===== src/rtl/vector_alu_pkg.sv =====
// Shared definitions for the lane-parallel add/subtract pipeline.
package vector_alu_pkg;

    // Operation select carried alongside each operand set.
    typedef enum logic [1:0] {
        MODE_ADD  = 2'b00,   // wrap-around add, flag = carry out
        MODE_SUB  = 2'b01,   // wrap-around A-B, flag = borrow
        MODE_ADDS = 2'b10,   // unsigned saturating add
        MODE_SUBS = 2'b11    // unsigned saturating subtract
    } mode_e;

    localparam int DEF_LANES  = 24;
    localparam int DEF_LANE_W = 8;
    localparam int DEF_CNT_W  = 16;

endpackage


===== src/rtl/addsub_lane.sv =====
// One independent lane: add or subtract with wrap or unsigned saturation.
// Purely combinational; the carry/borrow never leaves the lane.
module addsub_lane
    import vector_alu_pkg::*;
#(
    parameter int LANE_W = DEF_LANE_W
) (
    input  logic [LANE_W-1:0] a,
    input  logic [LANE_W-1:0] b,
    input  mode_e             mode,
    output logic [LANE_W-1:0] y,
    output logic              flag
);

    // One extra bit captures carry (add) or borrow (sub, set when a < b).
    logic [LANE_W:0] sum;
    logic [LANE_W:0] diff;

    assign sum  = {1'b0, a} + {1'b0, b};
    assign diff = {1'b0, a} - {1'b0, b};

    // Select the lane result and its carry/borrow/clamp flag.
    always_comb begin
        y    = sum[LANE_W-1:0];
        flag = sum[LANE_W];
        case (mode)
            MODE_ADD: begin
                y    = sum[LANE_W-1:0];
                flag = sum[LANE_W];
            end
            MODE_SUB: begin
                y    = diff[LANE_W-1:0];
                flag = diff[LANE_W];
            end
            MODE_ADDS: begin
                flag = sum[LANE_W];
                y    = sum[LANE_W] ? {LANE_W{1'b1}} : sum[LANE_W-1:0];
            end
            MODE_SUBS: begin
                flag = diff[LANE_W];
                y    = diff[LANE_W] ? {LANE_W{1'b0}} : diff[LANE_W-1:0];
            end
            default: begin
                y    = sum[LANE_W-1:0];
                flag = sum[LANE_W];
            end
        endcase
    end

endmodule


===== src/rtl/vector_addsub_pipe.sv =====
// Two-stage valid/ready pipeline applying addsub_lane across LANES lanes.
// S1 holds operands and mode, S2 holds lane results and flags; S2 drives
// the outputs directly. ops_done counts results accepted downstream.
module vector_addsub_pipe
    import vector_alu_pkg::*;
#(
    parameter int LANES  = DEF_LANES,
    parameter int LANE_W = DEF_LANE_W,
    parameter int CNT_W  = DEF_CNT_W
) (
    input  logic                      clk,
    input  logic                      rst,
    input  logic                      in_valid,
    output logic                      in_ready,
    input  logic [LANES*LANE_W-1:0]   op1,
    input  logic [LANES*LANE_W-1:0]   op2,
    input  logic [1:0]                mode,
    output logic                      out_valid,
    input  logic                      out_ready,
    output logic [LANES*LANE_W-1:0]   result,
    output logic [LANES-1:0]          sat_flags,
    output logic [CNT_W-1:0]          ops_done
);

    localparam int VW = LANES * LANE_W;

    logic              s1_valid;
    logic [VW-1:0]     s1_a;
    logic [VW-1:0]     s1_b;
    mode_e             s1_mode;

    logic              s2_valid;
    logic [VW-1:0]     s2_result;
    logic [LANES-1:0]  s2_flags;

    logic [VW-1:0]     lane_y;
    logic [LANES-1:0]  lane_flag;

    logic              s2_load;
    logic              accept;
    logic [CNT_W-1:0]  cnt;

    // S2 may take new contents when empty or when its result leaves now.
    // S1 can accept when empty or when its contents move into S2 now.
    assign s2_load  = !s2_valid || out_ready;
    assign in_ready = !s1_valid || s2_load;
    assign accept   = in_valid && in_ready;

    // S1 valid bit: refills on accept, empties when it advances without refill.
    always_ff @(posedge clk) begin
        if (rst) begin
            s1_valid <= 1'b0;
        end else if (in_ready) begin
            s1_valid <= in_valid;
        end
    end

    // S1 operand/mode capture; data needs no reset since s1_valid guards it.
    always_ff @(posedge clk) begin
        if (accept) begin
            s1_a    <= op1;
            s1_b    <= op2;
            s1_mode <= mode_e'(mode);
        end
    end

    genvar gi;
    generate
        for (gi = 0; gi < LANES; gi++) begin : g_lane
            addsub_lane #(
                .LANE_W (LANE_W)
            ) u_lane (
                .a    (s1_a[gi*LANE_W +: LANE_W]),
                .b    (s1_b[gi*LANE_W +: LANE_W]),
                .mode (s1_mode),
                .y    (lane_y[gi*LANE_W +: LANE_W]),
                .flag (lane_flag[gi])
            );
        end
    endgenerate

    // S2 register: loads lane results while free; held stable when stalled.
    always_ff @(posedge clk) begin
        if (rst) begin
            s2_valid  <= 1'b0;
            s2_result <= '0;
            s2_flags  <= '0;
        end else if (s2_load) begin
            s2_valid <= s1_valid;
            if (s1_valid) begin
                s2_result <= lane_y;
                s2_flags  <= lane_flag;
            end
        end
    end

    // Completed-operation counter, wraps naturally at 2^CNT_W.
    always_ff @(posedge clk) begin
        if (rst) begin
            cnt <= '0;
        end else if (s2_valid && out_ready) begin
            cnt <= cnt + 1'b1;
        end
    end

    assign out_valid = s2_valid;
    assign result    = s2_result;
    assign sat_flags = s2_flags;
    assign ops_done  = cnt;

endmodule


===== config.mk =====
export PLATFORM = sky130hd
export DESIGN_NAME = vector_addsub_pipe
export DESIGN_NICKNAME = d
export VERILOG_FILES = /design/src/rtl/vector_alu_pkg.sv /design/src/rtl/addsub_lane.sv /design/src/rtl/vector_addsub_pipe.sv
export SDC_FILE = /design/constraint.sdc
export NUM_CORES = 1
export LEC_CHECK = 0
export CORE_UTILIZATION = 45
export DETAILED_ROUTE_END_ITERATION = 12
export PLACE_DENSITY_LB_ADDON = 0.3
export SLEW_MARGIN = 0
export SYNTH_ARGS = -nofsm -noshare
export SYNTH_HDL_FRONTEND = slang
export SYNTH_SLANG_ARGS = --single-unit
export TNS_END_PERCENT = 100

===== constraint.sdc =====
create_clock -name clk -period 13.08 [get_ports clk]
set_clock_uncertainty 0.1 [all_clocks]
set_input_delay 1.962 -clock clk [delete_from_list [all_inputs] [get_ports clk]]
set_output_delay 1.962 -clock clk [all_outputs]
set_load 0.1 [all_outputs]

======== Word level (Yosys, flattened, before mapping) ========
Cells that the tools add are included.
operators by class
  $add $sub $neg .......................... 49
  equal/unequal tests ..................... 3
  multiplexer cells ....................... 96
  reduce and logical (&&, ||, !) cells .... 10
operators by type and width
  operator               count
  $pmux 8 s4             24
  $mux 8                 48
  $add 8x8->9            24
  $sub 8x8->9            24
  $pmux 1 s2             24
  $add 16x1->16 const B  1
  $eq 2x2->1 const B     2
  $reduce_or 2->1        2
  $eq 2x1->1 const B     1
  $logic_and 1x1->1      2
  $logic_not 1->1        2
  $logic_not 2->1        1
  $logic_or 1x1->1       2
  $reduce_and 2->1       1
storage, ports and cells
  bits in registers ....................... 620
  input port bits ......................... 390
  output and inout port bits .............. 234
  logic and storage cells ................. 166

======== Longest topological paths before layout ========
  depth in word-level cells ............... 4
  depth in mapped cells ................... 9
  mapped depth without buffers ............ 9

======== Hierarchy ========
A second synthesis with hierarchy kept.
unflattened totals
  cell total of the unflattened synthesis .. 4,399
  area total of the unflattened synthesis .. 40,989.3 um^2
modules (own cells, without submodules)
  module                                times used  cells each  area each (um^2)  seq. area each (um^2)
  vector_addsub_pipe                    1           1,419       19,792.7          16,275.6
  addsub_lane at g_lane[10].u_lane ...  9           123         899.6             0.0
  addsub_lane at g_lane[0].u_lane ...   8           123         882.1             0.0
  addsub_lane at g_lane[3].u_lane ...   7           127         863.3             0.0

======== Worst setup path before layout ========
Ideal clock, no wire load.
  kind .................................... in2reg
  start point ............................. input out_ready
  end point ............................... register s1_a[0], enable pin
  setup time .............................. 0.796 ns
  arrival time ............................ 11.492 ns
  data required time ...................... 12.184 ns
  setup slack ............................. 0.693 ns
  cell stages on the path ................. 3
  path buffers ............................ 0
  cell sequence ........................... nor2b_1 -> nand2_1 -> and2_1
between the ends
  longest elaborated chain between the ends .. 3
RTL lines
  what                  line                      RTL
  from (decl)           vector_addsub_pipe.sv:19  input logic out_ready,
  $logic_or 1x1->1      vector_addsub_pipe.sv:45  assign s2_load = !s2_valid || out_ready;
  $logic_or 1x1->1      vector_addsub_pipe.sv:46  assign in_ready = !s1_valid || s2_load;
  net in_ready          vector_addsub_pipe.sv:14  output logic in_ready,
  $logic_and 1x1->1     vector_addsub_pipe.sv:47  assign accept = in_valid && in_ready;
  net accept            vector_addsub_pipe.sv:40  logic accept;
  to (signal assigned)  vector_addsub_pipe.sv:61  s1_a <= op1;
  to (decl)             vector_addsub_pipe.sv:28  logic [VW-1:0] s1_a;
The timed path passes the listed nets, and every way through them passes these cells.
A chain may end at the register's enable or synchronous reset.

======== Worst setup path in the final report ========
  start point ............................. input out_ready
  end point ............................... output in_ready
between the ends
  longest elaborated chain between the ends .. 2
RTL lines
  what              line
  $logic_or 1x1->1  vector_addsub_pipe.sv:45
  $logic_or 1x1->1  vector_addsub_pipe.sv:46
  to (decl)         vector_addsub_pipe.sv:14
No other way between the ends.

==> out/results.ini <==
[status]
status = finished clean

[global_routing]
overflow = 0
antenna_found_initial = 21
grt_pass1_wl_um = 177000
grt.total_usage_pct = 26.3
grt_pass1_vias = 30600
grt_max_degree = 154

[sta]
worst_pin_slew_ps = 1170
max_clock_freq_mhz = 166
setup-tns-final_ps = 0
setup_viol = 0
hold_ws_ps = 352
hold_violations = 0
maxSlewHeadroom_pct = 21.4
finalMaxSlewViolations = 0
period_share_pct = 46.0
period_needed_ps = 6020
rsz0062_at_grt = no

[synthesis]
synth_fa_ha_area_share_pct = 15.3
synth_nets = 4817
synth_seq_cells = 620
yosysUniqueCellTypes = 94
async_flop_share_pct = 0
synth-simple-area-share_pct = 14.3
syn-cell-area_um2 = 38700
synth-edff-count = 386
synth-main-ff-cell = edfxtp_1
syn_avg_cell_area_um2 = 9.71
ys_seq_area_share_pct = 42.1
synth_top_family_by_area = compound AO/OA/AOI/OAI gates
synthXorXnorAreaFrac_pct = 3.42
synth_compound_area_share_pct = 19.2
synth_mux_area_share_pct = 0.259
yosysWarningCount = 0
syn_inst = 3984

[finish]
drive_gt1_share_pct = 4.76
regArea_um2 = 16300
final_cell_mix = clkdlybuf4s50_1 (617), ha_1 (395), edfxtp_1 (386)
nNetsFinal = 5372
multi_input_area_um2 = 20300
fill_cells = 7491
area_delta_synth_final_pct = 25.3
final_common_cell = clkdlybuf4s50_1

[worst_setup_path]
rr_worst_depth = 9
ff2ff_setup_slack_ps = 9530
crit_path_max_fanout = 6
startpoint = out_ready
end_kind = output port
crit_end = in_ready
crit_type = in2out
rr_startpoint = s1_mode[0]
crit_path_start_kind = input port
arrival_ps = 3960
r2r-end = result[82]
cp_data_required_time_ps = 11020

[floorplanning]
io_pins = 624
rows = 107
core_area_um2 = 85100
die_width_um = 295
die_y_um = 295
start_util_pct = 45.4
dieArea_um2 = 87200

[pwr]
pwr_density_cell_nw_per_um2 = 127
p_leak_nw = 19.3
vdd_drop_max_v = 0.0000924

[hold_path]
hold_path.class = reg2reg
whs_path_depth = 2

[detailed_routing]
vias = 31900
drc = 0
routed_wl_um = 118000
ant_nets = 0
routed_via_density = 5.55
drt-pass1-iter-count = 6
drt_iter0_markers = 2184
wl_per_cell_um = 20.5

[cts]
tritoncts = built
ctsHoldBuffers = 0
cts-resized-gates = 0
cts_buffers = 76
clockBufferDepth = 3
root_buffer = clkbuf_16
clkSinkCount = 620
cts.clk_slew.worst_paths_ps = 50
worstSkewPairLatency_ps = 630
cts-htree-levels = 3
cts_setup_buffers = 0

[placed_design]
dp_hpwl_um = 88100
numPortBuffers = 623
gp_congestion = 0.916

[run]
drv_cap = 0

[layout make-up]
cell class,instances,share of cell area [%]
Antenna cell,11,0.0568
Clock buffer,117,4.81
Clock inverter,24,0.606
Inverter,376,2.92
Multi-Input combinational cell,2820,41.9
Sequential cell,620,33.6
Tap cell,1144,2.95
Timing Repair Buffer,645,13.2
[Yosys cell counts, types with 64 or more instances]
cell type | instances | share of area [%]
ha_1 | 395 | 13
edfxtp_1 | 386 | 30
inv_1 | 374 | 3.6
nor2_1 | 344 | 3.3
a21oi_1 | 255 | 3.3
dfxtp_1 | 234 | 12
o21ai_0 | 234 | 3.0
nand2_1 | 184 | 1.8
nand2b_1 | 112 | 1.8
nor3_1 | 111 | 1.4
nand3_1 | 100 | 1.3
xnor2_1 | 94 | 2.1
clkbuf_1 | 85 | 0.82
o21a_1 | 83 | 1.6
nor2b_1 | 66 | 1.1
or3_1 | 65 | 1.1
buf_2 | 64 | 0.83
[stage by stage]
stage,power [mW],std cells,util (%),worst slack [ps],cell area (um^2)
floorplan,3.50,3984,-,693,38700
global placement,3.96,5605,53.8,7060,45800
CTS,6.19,5746,56.9,7050,48500
detailed placement,3.97,5605,53.8,7060,45800
global route,6.40,5755,56.9,6980,48500
finish,6.15,5757,57.0,7060,48500
[worst min-delay path by stage]
stage / from / to / slack (ps)
2_1_floorplan: s1_valid / out_valid / 410
3_3_place_gp: result[78] / result[78] / 330
3_5_place_dp: result[78] / result[78] / 350
4_1_cts: result[40] / result[40] / 350
5_1_grt: sat_flags[13] / sat_flags[13] / 380
6_report: result[40] / result[40] / 350
[state kept, by name, summed over array words and instances, names as in the netlist]
signal,count
ops_done,16
out_valid,1
result,192
s1_a,192
s1_b,192
s1_mode,2
s1_valid,1
sat_flags,24
[cells by family after synthesis]
| group | Yosys count |
|---|---|
| simple gates | 1118 |
| mux | 10 |
| flops | 620 |
| buf+inv | 544 |
| xor+xnor | 151 |
| fa+ha+maj | 443 |
| compound gates | 1098 |
[power breakdown]
part	switching [mW]	internal [mW]
Sequential	0.0959	2.21
Clock	0.861	1.33
Combinational	1.05	0.589
[per-layer routing]
| layer | vias to the layer above | GRT usage [%] | share of wire, % |
|---|---|---|---|
| met5 | - | 0 | 0.092 |
| met4 | 16 | 11.0 | 3.9 |
| met3 | 226 | 4.94 | 7.0 |
| met2 | 1101 | 44.2 | 48 |
| met1 | 15200 | 32.9 | 41 |
| li1 | 15400 | - | - |
[worst max-delay path: stages]
cell,delay [ps]
clkdlybuf4s50_1,620
nor2b_1,130
nand2_1,100
clkdlybuf4s50_1,1130
(Power assumes the default switching activity.)
